## config.mk

```make
export PLATFORM = sky130hd
export DESIGN_NAME = lcd_bus_sched
export DESIGN_NICKNAME = d
export VERILOG_FILES = /design/src/rtl/lcd_bus_sched.sv
export SDC_FILE = /design/constraint.sdc
export NUM_CORES = 1
export LEC_CHECK = 0
export ABC_CLOCK_PERIOD_IN_PS = 2650
export BUFFER_PORTS_ARGS = -buffer_cell sky130_fd_sc_hd__buf_2
export CAP_MARGIN = 20
export CELL_PAD_IN_SITES_DETAIL_PLACEMENT = 0
export CELL_PAD_IN_SITES_GLOBAL_PLACEMENT = 2
export CORE_ASPECT_RATIO = 0.9
export CORE_MARGIN = 1.5
export CORE_UTILIZATION = 36
export DETAILED_ROUTE_END_ITERATION = 12
export HOLD_SLACK_MARGIN = 0.03
export PLACE_DENSITY = 0.83
export SLEW_MARGIN = 40
export SYNTH_ARGS = -nofsm -noshare
export SYNTH_HDL_FRONTEND = slang
export SYNTH_SLANG_ARGS = --single-unit
```

## constraint.sdc

```tcl
create_clock -name clk -period 2.65 [get_ports clk]
set_input_delay 0.3975 -clock clk [delete_from_list [all_inputs] [get_ports clk]]
set_output_delay 0.3975 -clock clk [all_outputs]
set_load 0.05 [all_outputs]
```

## src/rtl/lcd_bus_sched.sv

```systemverilog
// HD44780-style 8-bit LCD bus owner: power-up delay, fixed init list, then
// round-robin arbitration between command and character writers with E-strobe timing.
module lcd_bus_sched #(
   parameter int T_PWRUP = 750000,
   parameter int T_SETUP = 2,
   parameter int T_EPW   = 25,
   parameter int T_HOLD  = 2,
   parameter int T_EXEC  = 2000,
   parameter int T_LONG  = 80000,
   parameter int CW      = 20
) (
   input  logic       clk,
   input  logic       rst_n,
   input  logic       cmd_valid,
   input  logic [7:0] cmd_data,
   output logic       cmd_ready,
   input  logic       chr_valid,
   input  logic [7:0] chr_data,
   output logic       chr_ready,
   output logic       init_done,
   output logic       busy,
   output logic [7:0] lcd_data,
   output logic       lcd_e,
   output logic       lcd_rs,
   output logic       lcd_rw
);

   localparam logic [2:0] S_PWRUP = 3'd0;
   localparam logic [2:0] S_IDLE  = 3'd1;
   localparam logic [2:0] S_SETUP = 3'd2;
   localparam logic [2:0] S_PULSE = 3'd3;
   localparam logic [2:0] S_HOLD  = 3'd4;
   localparam logic [2:0] S_EXEC  = 3'd5;

   localparam logic [CW-1:0] PWRUP_LAST = CW'(T_PWRUP - 1);
   localparam logic [CW-1:0] SETUP_LD   = CW'(T_SETUP - 1);
   localparam logic [CW-1:0] EPW_LD     = CW'(T_EPW - 1);
   localparam logic [CW-1:0] HOLD_LD    = CW'(T_HOLD - 1);
   localparam logic [CW-1:0] EXEC_LD    = CW'(T_EXEC - 1);
   localparam logic [CW-1:0] LONG_LD    = CW'(T_LONG - 1);

   logic [2:0]    state_r;
   logic [CW-1:0] timer_r;
   logic [1:0]    init_idx_r;
   logic          last_cmd_r;
   logic [7:0]    lcd_data_r;
   logic          lcd_rs_r;
   logic          lcd_e_r;
   logic          init_done_r;
   logic          busy_r;
   logic          cmd_ready_s;
   logic          chr_ready_s;
   logic          timer_zero_s;
   logic          long_wait_s;

   function automatic logic [7:0] init_byte(input logic [1:0] idx);
      case (idx)
         2'd0:    init_byte = 8'h38;
         2'd1:    init_byte = 8'h0C;
         2'd2:    init_byte = 8'h01;
         2'd3:    init_byte = 8'h06;
         default: init_byte = 8'h00;
      endcase
   endfunction

   assign timer_zero_s = (timer_r == {CW{1'b0}});
   // clear display / return home need the long execution wait
   assign long_wait_s  = !lcd_rs_r && (lcd_data_r[7:2] == 6'd0) && (lcd_data_r != 8'h00);

   // Round-robin grant: on a tie the requester not granted last time wins.
   always_comb begin
      cmd_ready_s = 1'b0;
      chr_ready_s = 1'b0;
      if ((state_r == S_IDLE) && init_done_r) begin
         if (cmd_valid && chr_valid) begin
            cmd_ready_s = !last_cmd_r;
            chr_ready_s = last_cmd_r;
         end else begin
            cmd_ready_s = cmd_valid;
            chr_ready_s = chr_valid;
         end
      end else begin
         cmd_ready_s = 1'b0;
         chr_ready_s = 1'b0;
      end
   end

   // Main sequencer: power-up wait, init list, and per-write setup/pulse/hold/exec.
   always_ff @(posedge clk or negedge rst_n) begin
      if (!rst_n) begin
         state_r     <= S_PWRUP;
         timer_r     <= {CW{1'b0}};
         init_idx_r  <= 2'd0;
         last_cmd_r  <= 1'b0;
         lcd_data_r  <= 8'h00;
         lcd_rs_r    <= 1'b0;
         lcd_e_r     <= 1'b0;
         init_done_r <= 1'b0;
         busy_r      <= 1'b1;
      end else begin
         case (state_r)
            // power-up counts upward from the zero reset value
            S_PWRUP: begin
               if (timer_r == PWRUP_LAST) begin
                  state_r    <= S_SETUP;
                  timer_r    <= SETUP_LD;
                  lcd_data_r <= init_byte(init_idx_r);
                  lcd_rs_r   <= 1'b0;
               end else begin
                  timer_r <= timer_r + CW'(1);
               end
            end
            S_IDLE: begin
               if (cmd_ready_s) begin
                  state_r    <= S_SETUP;
                  timer_r    <= SETUP_LD;
                  lcd_data_r <= cmd_data;
                  lcd_rs_r   <= 1'b0;
                  last_cmd_r <= 1'b1;
                  busy_r     <= 1'b1;
               end else if (chr_ready_s) begin
                  state_r    <= S_SETUP;
                  timer_r    <= SETUP_LD;
                  lcd_data_r <= chr_data;
                  lcd_rs_r   <= 1'b1;
                  last_cmd_r <= 1'b0;
                  busy_r     <= 1'b1;
               end else begin
                  timer_r <= {CW{1'b0}};
               end
            end
            S_SETUP: begin
               if (timer_zero_s) begin
                  state_r <= S_PULSE;
                  timer_r <= EPW_LD;
                  lcd_e_r <= 1'b1;
               end else begin
                  timer_r <= timer_r - CW'(1);
               end
            end
            S_PULSE: begin
               if (timer_zero_s) begin
                  state_r <= S_HOLD;
                  timer_r <= HOLD_LD;
                  lcd_e_r <= 1'b0;
               end else begin
                  timer_r <= timer_r - CW'(1);
               end
            end
            S_HOLD: begin
               if (timer_zero_s) begin
                  state_r <= S_EXEC;
                  timer_r <= long_wait_s ? LONG_LD : EXEC_LD;
               end else begin
                  timer_r <= timer_r - CW'(1);
               end
            end
            S_EXEC: begin
               if (!timer_zero_s) begin
                  timer_r <= timer_r - CW'(1);
               end else if (init_done_r || (init_idx_r == 2'd3)) begin
                  state_r     <= S_IDLE;
                  timer_r     <= {CW{1'b0}};
                  init_done_r <= 1'b1;
                  busy_r      <= 1'b0;
               end else begin
                  state_r    <= S_SETUP;
                  timer_r    <= SETUP_LD;
                  init_idx_r <= init_idx_r + 2'd1;
                  lcd_data_r <= init_byte(init_idx_r + 2'd1);
                  lcd_rs_r   <= 1'b0;
               end
            end
            default: begin
               state_r <= S_PWRUP;
               timer_r <= {CW{1'b0}};
               lcd_e_r <= 1'b0;
               busy_r  <= 1'b1;
            end
         endcase
      end
   end

   assign cmd_ready = cmd_ready_s;
   assign chr_ready = chr_ready_s;
   assign init_done = init_done_r;
   assign busy      = busy_r;
   assign lcd_data  = lcd_data_r;
   assign lcd_e     = lcd_e_r;
   assign lcd_rs    = lcd_rs_r;
   assign lcd_rw    = 1'b0;

endmodule

```

## Yosys cells after proc, flatten, opt, wreduce, memory -nomap -nowiden

Index checks and enable logic that the tools add are counted.

| cells by class | value |
|---|---|
| add/sub/neg operators | 3 |
| equal/unequal tests | 20 |
| muxes and demuxes | 46 |
| bitwise logic cells | 3 |
| reduce and logical (&&, ||, !) cells | 24 |

Operators by type and width:

| operator | count |
|---|---|
| $pmux 20 s6 | 1 |
| $mux 20 | 5 |
| $pmux 8 s4 | 2 |
| $mux 8 | 5 |
| $pmux 8 s3 | 1 |
| $mux 3 | 7 |
| $add 20x1->20 const B | 1 |
| $eq 20x20->1 const B | 1 |
| $logic_not 20->1 | 1 |
| $sub 20x1->20 const B | 1 |
| $mux 1 | 19 |
| $pmux 3 s6 | 1 |
| $mux 17 | 1 |
| $ne 2x2->1 const B | 7 |
| $pmux 1 s3 | 3 |
| $reduce_and 3->1 | 3 |
| $eq 2x2->1 const B | 4 |
| $reduce_bool 8->1 | 1 |
| $reduce_or 4->1 | 2 |
| $eq 3x2->1 const B | 2 |
| $eq 3x3->1 const B | 2 |
| $logic_not 6->1 | 1 |
| $reduce_and 6->1 | 1 |
| $reduce_and 5->1 | 1 |
| 15 further kinds | 23 |

| storage, ports and cells | value |
|---|---|
| register bits | 38 |
| bits of input ports | 20 |
| logic and storage cells | 105 |

## Logic depth before layout (Yosys ltp)

| depth | value |
|---|---|
| depth in word-level cells | 6 |
| mapped depth | 8 |
| mapped depth without buffers | 7 |

## Least setup slack after synthesis

No wires, ideal clock.

| timing | value |
|---|---|
| path type | flip-flop to flip-flop |
| start | reg timer_r[0] |
| end | reg lcd_data_r[0], in the netlist lcd_data[0] |
| setup time | 0.125 ns |
| data arrival time | 2.099 ns |
| data required time | 2.525 ns |
| setup slack | 0.426 ns |
| cell stages (with the launch flop) | 9 |
| clock period less this slack | 2.224 ns |
| cell sequence | dfrtp_1 inv_1 ha_1 nor2b_1 nand4_4 o31ai_2 o211a_1 buf_6 mux2_4 |

| between the ends | value |
|---|---|
| cells in the longest elaborated chain, start to end | 3 |

RTL lines:

| item | line | text |
|---|---|---|
| start: declaration | 43 | `logic [CW-1:0] timer_r;` |
| start signal: assignment | 92 | `timer_r <= {CW{1'b0}};` |
| start signal: assignment | 110 | `timer_r <= timer_r + CW'(1);` |
| start signal: assignment | 129 | `timer_r <= {CW{1'b0}};` |
| $eq 20x20->1 or $logic_not 20->1 (tied branches) | 104, 66 |  |
| $ne 2x2->1 (no line) | - |  |
| $reduce_and 5->1 (no line) (*) | - |  |
| end signal: assignment | 107 | `lcd_data_r <= init_byte(init_idx_r);` |
| end signal: assignment | 117 | `lcd_data_r <= cmd_data;` |
| end signal: assignment | 124 | `lcd_data_r <= chr_data;` |
| end: declaration | 46 | `logic [7:0] lcd_data_r;` |

Every way passes the cells marked *; elsewhere a longest branch is shown, timed or not.
A chain may end at the register's enable or synchronous reset.

## Final worst setup path

| timing | value |
|---|---|
| start | reg timer_r[0] |
| end | reg lcd_data_r[1], in the netlist lcd_data[1] |

Same word-level chain as after synthesis.

==> impl_metrics.prom <==
# TYPE chip_impl_metric gauge
chip_impl_metric{name="cts_buffer_depth",unit=""} 2
chip_impl_metric{name="route.detailed.drc",unit=""} 0
chip_impl_metric{name="io-pin-count",unit=""} 35
chip_impl_metric{name="core-area",unit="mm^2"} 0.00818
chip_impl_info{name="timing.critical_path.to_type",value="register"} 1
chip_impl_metric{name="die_x",unit="um"} 101
chip_impl_metric{name="clock_sinks",unit=""} 38
chip_impl_metric{name="die_footprint",unit="mm^2"} 0.00917
chip_impl_metric{name="p_switching",unit="mW"} 0.255
chip_impl_metric{name="postPlaceCellArea",unit="mm^2"} 0.00344
chip_impl_metric{name="worst_slew_margin_rel",unit="%"} 63.3
chip_impl_metric{name="synth.net_count",unit=""} 378
chip_impl_info{name="synth_top_family_by_area",value="simple AND/OR/NAND/NOR gates"} 1
chip_impl_metric{name="cts.repair.resized",unit=""} 0
chip_impl_metric{name="cp_slowest_stage_delay",unit="ns"} 0.44
chip_impl_metric{name="clock_power_share",unit="%"} 42.0
chip_impl_metric{name="cts.htree.levels",unit=""} 2
chip_impl_metric{name="path_max_fanout",unit=""} 9
chip_impl_metric{name="post-cts-setup-buffers",unit=""} 0
chip_impl_metric{name="synth_compound_area_share",unit="%"} 23.7
chip_impl_metric{name="multi_input_area",unit="mm^2"} 0.00198
chip_impl_metric{name="grt_max_degree",unit=""} 39
chip_impl_metric{name="final_antenna_diode_count",unit=""} 0
chip_impl_metric{name="port_buffers",unit=""} 33
chip_impl_metric{name="avgViaCountPerCell",unit=""} 5.82
chip_impl_metric{name="first_pass_grt_wire_length",unit="um"} 14200
chip_impl_metric{name="p_int",unit="mW"} 0.802
chip_impl_metric{name="leakage",unit="nW"} 1.57
chip_impl_metric{name="hold_ws",unit="ns"} 0.0595
chip_impl_metric{name="muxShareOfSynthArea",unit="%"} 6.83
chip_impl_metric{name="register_area",unit="um^2"} 952
chip_impl_metric{name="drv_cap",unit=""} 0
chip_impl_metric{name="pwr-share-seq",unit="%"} 54.8
chip_impl_metric{name="vertical_die_dimension",unit="um"} 91.0
chip_impl_metric{name="finish.utilization",unit="%"} 43.2
chip_impl_metric{name="globalRouteOverflowTotal",unit=""} 0
chip_impl_metric{name="post_route_design_area",unit="mm^2"} 0.00353
chip_impl_metric{name="dp_hpwl",unit="um"} 6510
chip_impl_metric{name="fillers",unit=""} 830
chip_impl_metric{name="holdBufCountCts",unit=""} 0
chip_impl_metric{name="num-nets-final",unit=""} 412
chip_impl_metric{name="gr-usage-all-layers",unit="%"} 19.6
chip_impl_metric{name="timing.critical_path.required",unit="ns"} 2.83
chip_impl_metric{name="number_of_flops_mapped_to_enable_cells_by_yosys",unit=""} 0
chip_impl_metric{name="post_syn_area",unit="mm^2"} 0.00310
chip_impl_metric{name="min_period_over_period",unit="%"} 92.8
chip_impl_metric{name="finalCriticalPeriod",unit="ns"} 2.46
chip_impl_metric{name="clock_skew",unit="ns"} 0.0141
chip_impl_info{name="cts.root.buffer_cell",value="clkbuf_8"} 1
chip_impl_metric{name="synth_xor_area_share",unit="%"} 1.70
chip_impl_metric{name="power_frac_comb",unit="%"} 3.2
chip_impl_metric{name="num_vias",unit=""} 2906
chip_impl_info{name="crit_path_top_delay_cell",value="dfrtp_1"} 1
chip_impl_info{name="worst_setup_sp_type",value="register"} 1
chip_impl_metric{name="start_util",unit="%"} 37.9
chip_impl_metric{name="seq_area_frac_synth",unit="%"} 30.7
chip_impl_info{name="status",value="completed"} 1
chip_impl_info{name="unrepaired_setup_endpoints_after_global_routing",value="false"} 1
chip_impl_metric{name="number_of_antenna_violations_at_the_first_check_in_global_routing",unit=""} 0
chip_impl_info{name="synth_area_leaders",value="dfrtp_1 (30%), mux2_4 (3.9%), o221ai_1 (3.7%)"} 1
chip_impl_metric{name="final.setup.tns",unit="ns"} 0
chip_impl_info{name="setup.worst_path.start",value="timer_r[0]"} 1
chip_impl_metric{name="synth.avg_cell_area",unit="um^2"} 8.88
chip_impl_metric{name="drt_first_pass_iters",unit=""} 4
chip_impl_info{name="worst-setup-path-type",value="reg2reg"} 1
chip_impl_info{name="hold_class",value="in2async"} 1
chip_impl_metric{name="post_synth_inst_count",unit=""} 349
chip_impl_metric{name="simple_gate_share_of_the_synthesized_area",unit="%"} 27.8
chip_impl_metric{name="rows",unit=""} 31
chip_impl_metric{name="netlist.area_leader.share",unit="%"} 29.9
chip_impl_metric{name="synth_cell_type_count",unit=""} 67
chip_impl_metric{name="detail_route.iter0.violations",unit=""} 235
chip_impl_metric{name="critical_path_buf_inv_count",unit=""} 2
chip_impl_info{name="synth_top_area_cell",value="dfrtp_1"} 1
chip_impl_metric{name="synth_to_layout_area_growth",unit="%"} 14.0
chip_impl_metric{name="synth.ff_latch_count",unit=""} 38
chip_impl_metric{name="clk-insertion-delay-late",unit="ns"} 0.30
chip_impl_metric{name="synth_adder_area_share",unit="%"} 3.63
chip_impl_metric{name="cts.reportedPaths.clkPinSlew",unit="ns"} 0.09
chip_impl_metric{name="drive_above_1_share",unit="%"} 22.1
chip_impl_metric{name="worst_ep_arrival_time",unit="ns"} 2.64
chip_impl_metric{name="hold_viol",unit=""} 0
chip_impl_metric{name="final_wl",unit="um"} 8740
chip_impl_metric{name="finalSetupViolations",unit=""} 0
chip_impl_info{name="critPathTopFamily",value="simple AND/OR/NAND/NOR gates"} 1
chip_impl_metric{name="synthArstFlopShare",unit="%"} 100
chip_impl_info{name="timing.rr.start",value="timer_r[0]"} 1
chip_impl_metric{name="ir_worst_vdd",unit="mV"} 0.165
chip_impl_metric{name="gp_routability_congestion",unit=""} 0.806
chip_impl_metric{name="timing_worst_slew_pin_value",unit="ns"} 0.550
chip_impl_metric{name="tritoncts.num_buffers",unit=""} 5
chip_impl_metric{name="postRouteAntennaNets",unit=""} 0
chip_impl_metric{name="number_of_global_route_vias_before_repair",unit=""} 2638
chip_impl_metric{name="max_clock_freq",unit="MHz"} 407
chip_impl_metric{name="avgRoutedWirePerCell",unit="um"} 17.5
chip_impl_metric{name="drv_slew",unit=""} 0
chip_impl_metric{name="cellPowerDensity",unit="mW/mm^2"} 299
chip_impl_info{name="tritoncts",value="yes"} 1
chip_impl_info{name="ys.flop_type",value="dfrtp_1"} 1
chip_impl_metric{name="count_of_yosys_warnings_during_synthesis",unit=""} 0
chip_impl_metric{name="power.switching_fraction",unit="%"} 24.1
chip_impl_info{name="ordered_cell_list_for_the_critical_path",value="inv_1 -> ha_1 -> nor2b_1 -> nand4_4 -> o31ai_2 -> o211a_1 -> buf_12 -> mux2_4"} 1
chip_impl_metric{name="design_power",unit="mW"} 1.06
## state kept, by name, summed over array words and instances, names as in the netlist, 2 cells and up
signal and flops:
lcd_data 8, state_r 3, init_idx_r 2, timer_r 20
## Yosys cell counts, drive strengths merged, types with 8 or more instances
cell type	instances
ha	9
dfrtp	37
inv	16
buf	16
o31a	12
nor3	22
o21ai	17
o221ai	13
mux2	9
mux2i	8
nand3	11
and3	10
nor4	9
a21oi	14
nor2	27
nand2	24
nand4	8
## placed cells by master (no fill, tap or decap), types with 12 or more instances in the layout
cell type and instances:
dfrtp_1 37, buf_2 32, nor2_1 26, nand2_1 23
nor3_1 20, inv_1 16, o21ai_0 15, a21oi_1 14
buf_4 14, o221ai_1 13, o31a_1 12
## per-stage QoR
stage	std cells	worst slack, ns
after floorplan	349	0.426
after global placement	491	0.301
after detailed placement	491	0.227
after CTS	499	0.197
after global routing	499	0.0282
final	499	0.191
## power groups by stage
| stage | combinational [mW] | clock [mW] | sequential, mW |
|---|---|---|---|
| 3_3_place_gp | 0.0338 | 0 | 0.591 |
| 3_5_place_dp | 0.0349 | 0 | 0.591 |
| 4_1_cts | 0.0348 | 0.451 | 0.579 |
| 2_1_floorplan | 0.00816 | 0 | 0.591 |
| 6_report | 0.0334 | 0.444 | 0.579 |
| 5_1_grt | 0.0381 | 0.481 | 0.579 |
## layout make-up
class	instances	area share, %
Timing Repair Buffer	48	8.64
Multi-Input combinational cell	274	55.9
Tap cell	115	4.07
Sequential cell	38	27.0
Clock buffer	6	2.34
Inverter	16	1.70
Clock inverter	2	0.354
## routing by layer
| layer | share of wire [%] | routed length [um] | vias to the layer above | track usage [%] |
|---|---|---|---|---|
| li1 | - | - | 1400 | - |
| met1 | 50 | 4350 | 1415 | 31.1 |
| met2 | 43 | 3770 | 87 | 26.8 |
| met3 | 6.5 | 565 | 4 | 3.77 |
| met4 | 0.65 | 57 | 0 | 4.58 |
| met5 | 0 | 0 | - | 0 |
## logic make-up after synthesis
kind of cell             count (synthesis)
AO/OA/AOI/OAI                           97
XOR/XNOR                                 6
adder cells (fa/ha/maj)                  9
buffers and inverters                   37
flip-flops                              38
multiplexers                            17
other                                    1
AND/OR/NAND/NOR                        144
## worst paths after layout
kind / end / slack (ns) / cells after the start
worst max-delay path: lcd_data[1] / 0.19 / 8
worst min-delay path: timer_r[17] / 0.06 / 1
worst max register to register: lcd_data[1] / 0.19 / 8
worst min register to register: lcd_e / 0.53 / 1
max in group asynchronous: busy / 2.20 / 1
min in group clk: last_cmd_r / 0.40 / 3
(Power assumes the default switching activity.)
